`src/rtl/clk_div_multi.sv`:
```
// Multi-channel run-time programmable clock divider with 50% duty outputs,
// rising-edge strobes and glitch-free shadowed divide-value updates.
module clk_div_multi #(
   parameter int CHANNELS = 4,
   parameter int CNT_W    = 32,
   parameter int DEF_DIV  = 2,
   parameter int SEL_W    = 2
) (
   input  logic                I_CLK,
   input  logic                rst,
   input  logic [CHANNELS-1:0] en,
   input  logic                div_we,
   input  logic [SEL_W-1:0]    div_sel,
   input  logic [CNT_W-1:0]    div_val,
   output logic [CHANNELS-1:0] O_CLK,
   output logic [CHANNELS-1:0] O_TICK,
   output logic [CHANNELS-1:0] div_pend
);

   localparam logic [CNT_W-1:0] DEF_VAL = CNT_W'(DEF_DIV);
   localparam logic [CNT_W-1:0] ONE     = CNT_W'(1);

   logic [CNT_W-1:0]    r_act [CHANNELS];
   logic [CNT_W-1:0]    r_shd [CHANNELS];
   logic [CNT_W-1:0]    r_cnt [CHANNELS];
   logic [CHANNELS-1:0] r_clk;
   logic [CHANNELS-1:0] r_tick;
   logic [CHANNELS-1:0] r_pend;

   logic [CHANNELS-1:0] w_run;
   logic [CHANNELS-1:0] w_top;
   logic [CHANNELS-1:0] w_wr;

   // A channel with a zero active half-period is treated exactly like a disabled one.
   always_comb begin
      w_run = '0;
      w_top = '0;
      w_wr  = '0;
      for (int i = 0; i < CHANNELS; i++) begin
         w_run[i] = en[i] && (r_act[i] != '0);
         w_top[i] = (r_cnt[i] == (r_act[i] - ONE));
         w_wr[i]  = div_we && (div_sel == SEL_W'(i));
      end
   end

   always_ff @(posedge I_CLK) begin
      if (rst) begin
         for (int i = 0; i < CHANNELS; i++) begin
            r_act[i] <= DEF_VAL;
            r_shd[i] <= DEF_VAL;
            r_cnt[i] <= '0;
         end
         r_clk  <= '0;
         r_tick <= '0;
         r_pend <= '0;
      end else begin
         for (int i = 0; i < CHANNELS; i++) begin
            if (w_run[i]) begin
               if (w_top[i]) begin
                  r_clk[i]  <= ~r_clk[i];
                  r_tick[i] <= ~r_clk[i];
                  r_cnt[i]  <= '0;
                  // The falling toggle closes a full period: safe point to swap in the shadow.
                  if (r_clk[i] && r_pend[i]) begin
                     r_act[i]  <= r_shd[i];
                     r_pend[i] <= 1'b0;
                  end
               end else begin
                  r_cnt[i]  <= r_cnt[i] + ONE;
                  r_tick[i] <= 1'b0;
               end
            end else begin
               r_cnt[i]  <= '0;
               r_clk[i]  <= 1'b0;
               r_tick[i] <= 1'b0;
               if (r_pend[i]) begin
                  r_act[i]  <= r_shd[i];
                  r_pend[i] <= 1'b0;
               end
            end
            // A same-cycle write wins over the load above, so the new value stays pending.
            if (w_wr[i]) begin
               r_shd[i]  <= div_val;
               r_pend[i] <= 1'b1;
            end
         end
      end
   end

   assign O_CLK    = r_clk;
   assign O_TICK   = r_tick;
   assign div_pend = r_pend;

endmodule

```
`config.mk`:
```
export PLATFORM = sky130hd
export DESIGN_NAME = clk_div_multi
export DESIGN_NICKNAME = d
export VERILOG_FILES = /design/src/rtl/clk_div_multi.sv
export SDC_FILE = /design/constraint.sdc
export NUM_CORES = 1
export LEC_CHECK = 0
export ABC_AREA = 0
export CORE_MARGIN = 2
export CORE_UTILIZATION = 32
export DETAILED_ROUTE_END_ITERATION = 7
export GPL_TIMING_DRIVEN = 0
export PLACE_DENSITY_LB_ADDON = 0.1
export SLEW_MARGIN = 20
export SYNTH_ARGS = -nofsm -noshare
export SYNTH_HDL_FRONTEND = slang
export SYNTH_SLANG_ARGS = --single-unit
export TNS_END_PERCENT = 100
```
`constraint.sdc`:
```
create_clock -name I_CLK -period 7.97 [get_ports I_CLK]
set_input_delay 1.9925 -clock I_CLK [delete_from_list [all_inputs] [get_ports I_CLK]]
set_output_delay 1.9925 -clock I_CLK [all_outputs]
set_load 0.02 [all_outputs]
```
==> metrics.csv <==
stage,metric,value,unit
worst_setup_path,CP startpoint kind,input port,
worst_hold_path,Hold Crit Class,reg2reg,
worst_setup_path,Worst setup EP type,register,
floorplanning,num rows,97,
logic_synthesis,"Seq/Total Area, Yosys",0.522,
grt,largest net degree at the start of global routing,33,
cts,clk root buf,clkbuf_16,
cts,worst-skew pair later-pin latency,600,ps
floorplanning,IO Count,53,
power,Power Dens Cells,198,nW/um^2
power,Sw Share,0.242,
cts,CTS Hold Bufs,0,
logic_synthesis,Netlist cell types,80,
power,P_int,3.98,mW
timing,Finish-stage setup viols,0,
logic_synthesis,async set-or-reset flop fraction in the synthesized netlist,0,
timing,Setup Total Neg Slack,0,ps
drt,DR WL/cell,18.6,microns
worst_setup_path,crit path max fanout,32,
timing,unrepaired setup endpoints after global routing,false,
drt,DR iter-0 viols,1199,
timing,"Worst Setup Slack, final",3150,ps
timing,relative slew slack,0.243,
floorplanning,Chip Height,270,microns
worst_setup_path,Worst R2R Path Depth,12,
cells_and_area,share of layout cells above drive strength 1,0.0555,
logic_synthesis,Mapped Area,22600,sq um
timing,skew final,26.7,ps
cts,clock sink count,396,
flow_run,Max-Cap Viols,0,
drt,Vias per Instance,5.12,
cts,post-CTS setup buffers,0,
timing,FMAX,207,MHz
cts,Clock Path Buffers,3,
worst_setup_path,worst setup path category,in2reg,
logic_synthesis,Post-Synthesis Cells,2122,
logic_synthesis,Synth Flop Type,edfxtp_1,
cts,CTS tree,built,
grt,initial antenna violation count,4,
power,Pleak,9.19,nW
worst_setup_path,Critical Path RT,8110,ps
floorplanning,Initial Util,0.323,
logic_synthesis,Syn. warnings,0,
timing,WHS,512,ps
power,Clk pwr share,0.439,
floorplanning,die area,72700,sq um
logic_synthesis,Mean Syn Cell Area,10.6,sq um
cells_and_area,# nets final,2407,
timing,count of pins over their slew limit,0,
power,P_sw,1.27,mW
grt,vias in the first global route,16700,
drt,Vias,17100,
cells_and_area,Area Growth Syn to Fin,17.5,%
drt,drt first pass iters,6,
floorplanning,core area,69900,sq um
drt,Routed Antenna Nets,0,
power,combinational power share,0.083,
grt,total grt overflow,0,
cts,H-tree Lvls,2,
timing,count of final hold-check violations,0,
grt,All-Layer GR Usage,0.168,
placed_design,I/O Buffers,52,
power,Flop pwr share,0.478,
logic_synthesis,number of synthesized flops with an enable pin,384,
cts,CTS resizes,0,
cts,clk slew on worst S/H paths,60,ps
drt,DRC viols,0,
grt,first-pass GRT wire length,95600,microns
placed_design,routability cong.,0.833,
timing,Final period util,0.605,
run_status,outcome,finished clean,
logic_synthesis,synthesized flop and latch total,396,
timing,post-layout min period,4820,ps
cells_and_area,final cell area excluding filler cells,26500,sq um
placed_design,hpwl dp,47300,microns
timing,Slew @ Worst Pin,1130,ps
power,Peak VDD IR,0.152,mV
floorplanning,Die X,270,microns
placed_design,Post-Place Setup Slack,2530,ps
worst_hold_path,worst hold stages,2,
drt,total wire length,62200,microns
worst_setup_path,WP data arrival,4960,ps
placed_design,Placed Instance Area,24800,sq um
cts,total CTS buffers,48,
-- cell type report --
type / count / area [sq um]
clock inverters: 25 / 307
well taps: 940 / 1180
inverters: 33 / 124
plain buffers: 127 / 515
diodes: 1 / 2.50
flip-flops and latches: 396 / 11800
fillers: 7008 / 43400
repair buffers: 59 / 591
multi-input cells: 1693 / 10700
clock buffers: 64 / 1340
-- power by group through the flow --
stage          Combinational, mW  Clock, mW  Sequential [mW]
4_1_cts                    0.432       2.37             2.51
2_1_floorplan              0.293          0             2.51
3_5_place_dp               0.429          0             2.56
3_3_place_gp               0.416          0             2.56
6_report                   0.434       2.31             2.51
5_1_grt                    0.481       2.45             2.53
-- cell families after synthesis --
kind of cell	Yosys count	synth area share
other	1	0.000166
adders and majority gates	8	0.00444
buffers and inverters	160	0.0283
muxes	10	0.00455
AOI/OAI and AO/OA	244	0.0790
and+or+nand+nor	1036	0.258
DFF	396	0.522
xor gates and xnor gates	267	0.104
-- cells in the final DEF, fill, tap and decap left out, types with 12 or more instances in the layout --
cell,Yosys,routed
a21oi_1,20,20
a31oi_1,12,12
and2_1,103,103
and3_1,95,95
and4_1,16,16
clkbuf_1,111,121
clkbuf_16,0,50
clkdlybuf4s50_1,0,52
conb_1,1,128
dfxtp_1,12,12
edfxtp_1,384,384
inv_1,33,33
nand2_1,100,97
nand2b_1,13,13
nand3_1,138,138
nand4_1,61,61
nand4b_1,16,16
nor2_1,173,173
nor2b_1,18,18
nor3_1,114,114
nor3b_1,40,40
nor4_1,44,44
o211a_1,33,33
o211ai_1,13,13
o21ai_0,58,57
or3_1,25,25
or4_1,25,25
xnor2_1,144,144
xor2_1,123,123
-- worst max-delay path, stage by stage --
cell and delay [ps]:
clkdlybuf4s50_1 640, inv_1 380, clkbuf_1 560, buf_1 680
nand2_2 690
-- path summary, 6_finish.rpt --
check | start | to | slack [ps]
hold / removal | O_CLK[0] | O_CLK[0] | 510
hold reg to reg | O_CLK[0] | O_CLK[0] | 510
setup / recovery | rst | r_shd[2][6] | 3150
setup reg to reg | r_act[2][0] | r_act[2][11] | 3250
-- layer usage --
layer	vias up	share of wire	global-route usage
met1	8337	0.47	0.231
met4	2	0.020	0.0402
met2	344	0.46	0.273
li1	8319	-	-
met5	-	0.00021	0
met3	81	0.052	0.0311
-- state kept, by name (all words and copies together), names as in the netlist --
name	cells
O_CLK	4
r_cnt	128
r_act	128
r_shd	128
O_TICK	4
div_pend	4
-- Yosys cell counts, types with 9 or more instances --
cell / instances / area share
a211oi_1: 11 / 0.0037
a21oi_1: 20 / 0.0044
a31oi_1: 12 / 0.0033
and2_1: 103 / 0.029
and3_1: 95 / 0.026
and4_1: 16 / 0.0062
buf_4: 9 / 0.0030
clkbuf_1: 111 / 0.018
dfxtp_1: 12 / 0.011
edfxtp_1: 384 / 0.51
inv_1: 33 / 0.0055
nand2_1: 100 / 0.017
nand2b_1: 13 / 0.0036
nand3_1: 138 / 0.031
nand4_1: 61 / 0.017
nand4b_1: 16 / 0.0062
nor2_1: 173 / 0.029
nor2b_1: 18 / 0.0050
nor3_1: 114 / 0.025
nor3b_1: 40 / 0.013
nor4_1: 44 / 0.012
o211a_1: 33 / 0.015
o211ai_1: 13 / 0.0043
o21ai_0: 58 / 0.013
o31ai_1: 9 / 0.0030
or3_1: 25 / 0.0069
or4_1: 25 / 0.0083
xnor2_1: 144 / 0.056
xor2_1: 123 / 0.048
-- stage by stage --
stage | total power, mW | util | instances
6_report | 5.25 | 0.379 | 3338
5_1_grt | 5.46 | 0.379 | 3337
4_1_cts | 5.32 | 0.379 | 3337
3_5_place_dp | 2.99 | 0.355 | 3248
3_3_place_gp | 2.98 | 0.354 | 3241
2_1_floorplan | 2.81 | - | 2249
Power figures use the tool's default switching activity.
